<file path="config.mk">
export PLATFORM = sky130hd
export DESIGN_NAME = video_timing_gen
export DESIGN_NICKNAME = d
export VERILOG_FILES = /design/src/rtl/video_timing_gen.sv
export SDC_FILE = /design/constraint.sdc
export NUM_CORES = 1
export LEC_CHECK = 0
export BUFFER_PORTS_ARGS = -buffer_cell sky130_fd_sc_hd__buf_2
export CAP_MARGIN = 20
export CORE_MARGIN = 2
export CORE_UTILIZATION = 45
export DETAILED_ROUTE_END_ITERATION = 16
export GPL_TIMING_DRIVEN = 0
export PLACE_DENSITY_LB_ADDON = 0.3
export SLEW_MARGIN = 0
export SYNTH_ARGS = -nofsm -noshare
export SYNTH_HDL_FRONTEND = slang
export SYNTH_SLANG_ARGS = --single-unit
export TNS_END_PERCENT = 100
</file>
<file path="constraint.sdc">
create_clock -name clk_i -period 3.66 [get_ports clk_i]
set_input_delay 0.183 -clock clk_i [delete_from_list [all_inputs] [get_ports clk_i]]
set_output_delay 0.183 -clock clk_i [all_outputs]
set_load 0.05 [all_outputs]
</file>
<file path="src/rtl/video_timing_gen.sv">
// ---------------------------------------------------------------------------
// video_timing_gen
//
// Raster timing source for the display pipeline. Two segment FSMs (ACTIVE,
// FRONT, SYNC, BACK) track the horizontal and vertical position. The vertical
// FSM advances only when the horizontal counter wraps. Every output is
// registered and decoded from the next-state/next-count values. As a result,
// the coordinates and their qualifiers change on the same clk_i edge.
//
// Optional build macro: VTG_MAP_COORD_EN. When defined, the module adds the
// map-relative coordinates map_x_o/map_y_o. These are zero outside the map
// window.
//
// Ports:
//   clk_i             system clock
//   rst_i             synchronous active-high reset (priority over pix_ce_i)
//   pix_ce_i          pixel clock-enable; raster advances one pixel when high
//   hsync_o/vsync_o   sync outputs, active level given by SYNC_POL
//   display_enable_o  position is inside the active area
//   map_enable_o      position is inside the map window
//   pixel_x_o/_y_o    raw column/line counts (0..H_TOTAL-1 / 0..V_TOTAL-1)
//   line_start_o      pixel_x_o == 0
//   frame_start_o     position == (0,0)
//   map_x_o/map_y_o   (VTG_MAP_COORD_EN only) position relative to map origin
// ---------------------------------------------------------------------------
module video_timing_gen #(
    parameter int H_ACTIVE = 640,
    parameter int H_FP     = 16,
    parameter int H_SYNC   = 96,
    parameter int H_BP     = 48,
    parameter int V_ACTIVE = 480,
    parameter int V_FP     = 10,
    parameter int V_SYNC   = 2,
    parameter int V_BP     = 33,
    parameter int SYNC_POL = 0,
    parameter int MAP_X0   = 64,
    parameter int MAP_Y0   = 48,
    parameter int MAP_W    = 512,
    parameter int MAP_H    = 384,
    localparam int H_TOTAL = H_ACTIVE + H_FP + H_SYNC + H_BP,
    localparam int V_TOTAL = V_ACTIVE + V_FP + V_SYNC + V_BP,
    localparam int HW      = $clog2(H_TOTAL),
    localparam int VW      = $clog2(V_TOTAL),
    localparam int MXW     = (MAP_W > 1) ? $clog2(MAP_W) : 1,
    localparam int MYW     = (MAP_H > 1) ? $clog2(MAP_H) : 1
) (
    input  logic          clk_i,
    input  logic          rst_i,
    input  logic          pix_ce_i,
    output logic          hsync_o,
    output logic          vsync_o,
    output logic          display_enable_o,
    output logic          map_enable_o,
    output logic [HW-1:0] pixel_x_o,
    output logic [VW-1:0] pixel_y_o,
    output logic          line_start_o,
`ifdef VTG_MAP_COORD_EN
    output logic          frame_start_o,
    output logic [MXW-1:0] map_x_o,
    output logic [MYW-1:0] map_y_o
`else
    output logic          frame_start_o
`endif
);

    // Reject configurations that cannot produce a sane raster.
    if ((MAP_X0 + MAP_W > H_ACTIVE) || (MAP_Y0 + MAP_H > V_ACTIVE)) begin : g_bad_map
        $error("video_timing_gen: map window exceeds the active area");
    end
    if ((H_FP == 0) || (H_SYNC == 0) || (H_BP == 0) ||
        (V_FP == 0) || (V_SYNC == 0) || (V_BP == 0)) begin : g_bad_porch
        $error("video_timing_gen: porch and sync widths must be non-zero");
    end

    typedef enum logic [1:0] {
        ST_ACTIVE = 2'd0,
        ST_FRONT  = 2'd1,
        ST_SYNC   = 2'd2,
        ST_BACK   = 2'd3
    } seg_t;

    // Last count of each segment, sized to the counter width.
    localparam logic [HW-1:0] H_ACT_LAST  = HW'(H_ACTIVE - 1);
    localparam logic [HW-1:0] H_FP_LAST   = HW'(H_ACTIVE + H_FP - 1);
    localparam logic [HW-1:0] H_SYNC_LAST = HW'(H_ACTIVE + H_FP + H_SYNC - 1);
    localparam logic [HW-1:0] H_LAST      = HW'(H_TOTAL - 1);
    localparam logic [VW-1:0] V_ACT_LAST  = VW'(V_ACTIVE - 1);
    localparam logic [VW-1:0] V_FP_LAST   = VW'(V_ACTIVE + V_FP - 1);
    localparam logic [VW-1:0] V_SYNC_LAST = VW'(V_ACTIVE + V_FP + V_SYNC - 1);
    localparam logic [VW-1:0] V_LAST      = VW'(V_TOTAL - 1);

    localparam logic [HW-1:0] H_MAP_LO = HW'(MAP_X0);
    localparam logic [HW-1:0] H_MAP_HI = HW'(MAP_X0 + MAP_W);
    localparam logic [VW-1:0] V_MAP_LO = VW'(MAP_Y0);
    localparam logic [VW-1:0] V_MAP_HI = VW'(MAP_Y0 + MAP_H);

    localparam logic SYNC_ACT = (SYNC_POL != 0);

    seg_t          r_h_state, r_v_state;
    seg_t          w_h_state_next, w_v_state_next;
    logic [HW-1:0] r_h_cnt, w_h_cnt_next;
    logic [VW-1:0] r_v_cnt, w_v_cnt_next;
    logic          w_h_wrap;

    logic r_hsync, r_vsync, r_de, r_me, r_ls, r_fs;
    logic w_hsync_next, w_vsync_next, w_de_next, w_me_next, w_ls_next, w_fs_next;
    logic w_in_map_x, w_in_map_y;

    // Next-state / next-count. The segment state steps on the last count of
    // its segment, so the state always agrees with the counter value.
    always_comb begin
        w_h_cnt_next   = r_h_cnt;
        w_v_cnt_next   = r_v_cnt;
        w_h_state_next = r_h_state;
        w_v_state_next = r_v_state;
        w_h_wrap       = 1'b0;

        if (pix_ce_i) begin
            if (r_h_cnt == H_LAST) begin
                w_h_cnt_next = '0;
                w_h_wrap     = 1'b1;
            end else begin
                w_h_cnt_next = r_h_cnt + HW'(1);
            end

            case (r_h_state)
                ST_ACTIVE: if (r_h_cnt == H_ACT_LAST)  w_h_state_next = ST_FRONT;
                ST_FRONT:  if (r_h_cnt == H_FP_LAST)   w_h_state_next = ST_SYNC;
                ST_SYNC:   if (r_h_cnt == H_SYNC_LAST) w_h_state_next = ST_BACK;
                ST_BACK:   if (r_h_cnt == H_LAST)      w_h_state_next = ST_ACTIVE;
                default:                               w_h_state_next = ST_BACK;
            endcase

            if (w_h_wrap) begin
                if (r_v_cnt == V_LAST) begin
                    w_v_cnt_next = '0;
                end else begin
                    w_v_cnt_next = r_v_cnt + VW'(1);
                end

                case (r_v_state)
                    ST_ACTIVE: if (r_v_cnt == V_ACT_LAST)  w_v_state_next = ST_FRONT;
                    ST_FRONT:  if (r_v_cnt == V_FP_LAST)   w_v_state_next = ST_SYNC;
                    ST_SYNC:   if (r_v_cnt == V_SYNC_LAST) w_v_state_next = ST_BACK;
                    ST_BACK:   if (r_v_cnt == V_LAST)      w_v_state_next = ST_ACTIVE;
                    default:                               w_v_state_next = ST_BACK;
                endcase
            end
        end
    end

    // Output decode from the next position, so registered qualifiers line
    // up with the registered coordinates.
    always_comb begin
        w_in_map_x   = (w_h_cnt_next >= H_MAP_LO) && (w_h_cnt_next < H_MAP_HI);
        w_in_map_y   = (w_v_cnt_next >= V_MAP_LO) && (w_v_cnt_next < V_MAP_HI);
        w_de_next    = (w_h_state_next == ST_ACTIVE) && (w_v_state_next == ST_ACTIVE);
        w_me_next    = w_de_next && w_in_map_x && w_in_map_y;
        w_hsync_next = (w_h_state_next == ST_SYNC) ? SYNC_ACT : ~SYNC_ACT;
        w_vsync_next = (w_v_state_next == ST_SYNC) ? SYNC_ACT : ~SYNC_ACT;
        w_ls_next    = (w_h_cnt_next == '0);
        w_fs_next    = (w_h_cnt_next == '0) && (w_v_cnt_next == '0);
    end

    always_ff @(posedge clk_i) begin
        if (rst_i) begin
            r_h_cnt   <= H_LAST;
            r_v_cnt   <= V_LAST;
            r_h_state <= ST_BACK;
            r_v_state <= ST_BACK;
            r_hsync   <= ~SYNC_ACT;
            r_vsync   <= ~SYNC_ACT;
            r_de      <= 1'b0;
            r_me      <= 1'b0;
            r_ls      <= 1'b0;
            r_fs      <= 1'b0;
        end else begin
            // With pix_ce_i low the next values equal the current ones,
            // so an unconditional update holds everything.
            r_h_cnt   <= w_h_cnt_next;
            r_v_cnt   <= w_v_cnt_next;
            r_h_state <= w_h_state_next;
            r_v_state <= w_v_state_next;
            r_hsync   <= w_hsync_next;
            r_vsync   <= w_vsync_next;
            r_de      <= w_de_next;
            r_me      <= w_me_next;
            r_ls      <= w_ls_next;
            r_fs      <= w_fs_next;
        end
    end

    assign pixel_x_o        = r_h_cnt;
    assign pixel_y_o        = r_v_cnt;
    assign hsync_o          = r_hsync;
    assign vsync_o          = r_vsync;
    assign display_enable_o = r_de;
    assign map_enable_o     = r_me;
    assign line_start_o     = r_ls;
    assign frame_start_o    = r_fs;

`ifdef VTG_MAP_COORD_EN
    logic [MXW-1:0] r_map_x, w_map_x_next;
    logic [MYW-1:0] r_map_y, w_map_y_next;

    // Map-relative coordinates are forced to zero outside the map window.
    always_comb begin
        w_map_x_next = '0;
        w_map_y_next = '0;
        if (w_me_next) begin
            w_map_x_next = MXW'(w_h_cnt_next - H_MAP_LO);
            w_map_y_next = MYW'(w_v_cnt_next - V_MAP_LO);
        end
    end

    always_ff @(posedge clk_i) begin
        if (rst_i) begin
            r_map_x <= '0;
            r_map_y <= '0;
        end else begin
            r_map_x <= w_map_x_next;
            r_map_y <= w_map_y_next;
        end
    end

    assign map_x_o = r_map_x;
    assign map_y_o = r_map_y;
`endif

endmodule

</file>
==> results <==
- In this run the most critical hold path is launched from rst_i.
- The routed design has 5.09 mm of wire.
- The post-cts repair resize count is 0.
- Derived from the worst setup path, the maximum achievable clock frequency is 361 MHz.
- Yosys mapped a number of flops with a built-in enable equal to 0.
- The final-report setup violation count is 0.
- The run finished with clean final reports.
- Buffers placed on the I/O ports in this run total 28.
- The global-route wire length before repair is 8.37 mm.
- The final number of max-transition violations is 0.
- For this run, the total global-route usage over all layers was measured as 20.7%.
- Of the cells placed in the final design, the portion with a size suffix greater than 1 is 22.7%.
- The synthesized netlist net count is 248.
- The count of TritonRoute iterations in the first routing pass is 4.
- The total of warnings raised by yosys is 0.
- The congestion estimate from routability-driven global placement came to 0.886.
- The netlist uses 65 different library cells.
- The post-route cell area is 2320 um^2.
- The leading register cell type out of synthesis is sky130_fd_sc_hd__dfxtp_1.
- After clock tree synthesis, the setup repair step added 0 buffers.
- The min-delay analysis places its worst path in the category primary input to flip-flop.
- Setup repair after global routing left no endpoint under its margin.
- The clock slew seen by the registers of the worst setup and hold paths is 0.07 ns.
- The worst slack on hold paths is 0.190 ns.
- STA classifies the critical path startpoint as a flip-flop.
- Data arrives at the worst endpoint at 2.96 ns.
- The sequential element share of the synthesized area is 29.9%.
- For this run, the post-layout net count is 283.
- The number of levels in the clock H-tree is 2.
- The number of remaining DRC errors is 0.
- Yosys attributes the largest share of cell area to sky130_fd_sc_hd__dfxtp_1 (30%), sky130_fd_sc_hd__nand4_1 (3.7%), sky130_fd_sc_hd__nor2_1 (3.4%), sky130_fd_sc_hd__a21oi_1 (3.0%), sky130_fd_sc_hd__nand2_1 (3.0%).
- On the final layout, the worst clock skew is 0.00955 ns.
- For met2 alone, demand over resource in global routing was 30.8%.
- The post-synthesis instance area is 2010 um^2.
- Once placement finished, the instance area stood at 2220 um^2.
- Among all cell types in the netlist, the one instantiated most often is sky130_fd_sc_hd__dfxtp_1.
- The clock drives 30 sinks.
- The cell count after synthesis is 241.
- The initial antenna violation count is 0.
- The cell accounting for the most synthesized area is sky130_fd_sc_hd__dfxtp_1.
- The horizontal extent of the die is 70.8 um.
- The number of global-route vias before repair is 1711.
- The die is 70.8 um tall.
- The detail-routed net length per standard cell is 15.5 um.
- Hold repair after CTS inserted 0 buffers.
- The worst pin sits at a relative slew slack of 55.2%.
- The post-detailed-route via-to-cell ratio is 6.01.
- The region available for standard cell placement spans 4320 um^2.
- The max-capacitance violation count is 0.
- The total clock buffers created by CTS is 5.
- The number of nets with antenna violations after routing is 0.
- The clock root buffer master is sky130_fd_sc_hd__clkbuf_8.
- The floorplan step defined a die boundary enclosing 5020 um^2.
- Global routing consumed, on the met3 layer, 3.13% of the routing resources.
- The part of the cycle the worst path needs is 75.8%.
- The startpoint of the worst setup timing path is pixel_x_o[0].
- The synthesized design devotes to its leading area cell type 29.9% of total area.
- The setup TNS is 0 ns.
- The average footprint of a synthesized cell is 8.34 um^2.
- In this run the worst path has a maximum fanout of 10.
- The synthesis-to-layout area growth is 15.6%.
- The total half-perimeter wirelength after legalization and detailed placement is 3.69 mm.
- At the later pin of the worst-skew pair, clock insertion delay measures 0.28 ns.
- The total number of placement rows is 24.
- In this run the static leakage power is 0.965 nW.
- The number of inserted filler cells in the final layout is 445.
- The count of final hold-check violations is 0.
- The layer flagged by global routing as most heavily used is met2.
- The count of routing violations after the opening detailed-route iteration is 191.
- Summing all flip-flop and latch instances after layout gives 601 um^2.
- TritonCTS built the clock tree.
- Once the floorplan was initialized, standard cells occupied 46.5% of the core.
- In this run the critical register-to-register path is launched from pixel_x_o[0].
- The number of synthesized register bits is 30.
- The share of synthesized flip-flops with an asynchronous set or reset is 0%.
- The via count of the routed design is 1978.
- The worst-case clock buffer depth is 2.
- The category of the critical setup timing path is flip-flop to flip-flop.
- The placement-stage worst setup slack is 0.989 ns.
- The critical path required time is 3.84 ns.
- The number of antenna repair diodes is 0.
- The sort of element at the end of the critical path is a flip-flop.
- In the final layout, the multi-input gates occupy 1260 um^2.
- For the pin with the worst max-slew slack, the measured transition is 0.664 ns.
- IR analysis of the VDD net gives a maximum drop of 329 uV.
- The maximum number of pins on one net before global-route repair is 11.
- The total congestion overflow is 0.
- The smallest clock period supported by the final layout is computed as 2.77 ns.
- The top-level port count is 29.
- The setup slack after layout is 0.887 ns.
- Counting instances in the post-synthesis netlist gives the leading cell types as sky130_fd_sc_hd__dfxtp_1 (30), sky130_fd_sc_hd__nor2_1 (18), sky130_fd_sc_hd__nand2_1 (16).
- The power density normalized to cell area is 490 nW/um^2.
- The fraction of met1 tracks used by global routing is 30.1%.
==> registers in the layout (all words and copies together), names as in the netlist <==
register / flops
line_start_o: 1
frame_start_o: 1
r_v_state: 2
map_enable_o: 1
r_h_state: 2
pixel_x_o: 10
vsync_o: 1
display_enable_o: 1
pixel_y_o: 10
hsync_o: 1
==> per-stage QoR <==
step           power (mW)  utilization [%]  cells
6_report             1.14             53.8    329
5_1_grt              1.20             53.8    329
4_1_cts              1.14             53.8    329
3_5_place_dp        0.809             51.2    321
3_3_place_gp        0.805             51.2    321
2_1_floorplan       0.715                -    241
==> worst paths after layout <==
kind                  endpoint  slack [ns]  depth (start not counted)
setup / recovery  map_enable_o        0.89                          8
hold / removal    r_h_state[0]        0.19                          2
setup reg to reg  map_enable_o        0.89                          8
hold reg to reg   pixel_x_o[1]        0.55                          2
==> cell type report <==
class	count	share of cell area, %
Buffer	14	4.52
Clock buffer	5	2.96
Clock inverter	3	1.72
Inverter	12	1.94
Multi-Input combinational cell	185	54.2
Sequential cell	30	25.8
Tap cell	52	2.80
Timing Repair Buffer	28	6.03
==> cells in the final DEF, fill, tap and decap left out, drive strengths merged, types with 4 or more instances in the layout <==
cell / count
o21ai: 11
nand2: 16
nor3: 5
and2: 5
buf: 33
dfxtp: 30
ha: 4
nand2b: 4
nor2: 19
clkbuf: 13
a21o: 4
inv: 12
a31oi: 5
or3: 7
a21oi: 12
nand3: 10
and3: 4
xnor2: 5
nor4: 7
nand4: 12
==> report_power, final <==
| group | internal, mW | switching (mW) |
|---|---|---|
| Clock | 0.200 | 0.132 |
| Sequential | 0.357 | 0.0333 |
| Combinational | 0.136 | 0.282 |
==> layer usage <==
metal  routed length (um)  up-vias
li1                     -      985
met1                 2500      929
met2                 2260       55
met3                  235        9
met4                  100        0
met5                    0        -
==> worst max-delay path, cell delays in order, from the launching register on <==
cell and delay (ns):
sky130_fd_sc_hd__dfxtp_1 0.43, sky130_fd_sc_hd__ha_1 0.32, sky130_fd_sc_hd__nand3_1 0.16, sky130_fd_sc_hd__nor2_1 0.22
sky130_fd_sc_hd__dlygate4sd1_1 0.50, sky130_fd_sc_hd__a41oi_1 0.31, sky130_fd_sc_hd__nor4_2 0.35, sky130_fd_sc_hd__nand4_1 0.13
sky130_fd_sc_hd__nor4_1 0.26
==> kinds of logic (layout without fill, tap and decap cells) <==
logic type / count (synthesis) / count (layout) / share of synthesized area, %
AO/OA/AOI/OAI: 62 / 62 / 22.0
flip-flops: 30 / 30 / 29.9
AND/OR/NAND/NOR: 107 / 107 / 32.5
multiplexers: 4 / 4 / 2.12
adder cells (fa/ha/maj): 4 / 4 / 2.49
XOR/XNOR: 8 / 8 / 3.48
buffers and inverters: 26 / 62 / 7.47
Note: power is estimated with default switching activity, not from simulation.
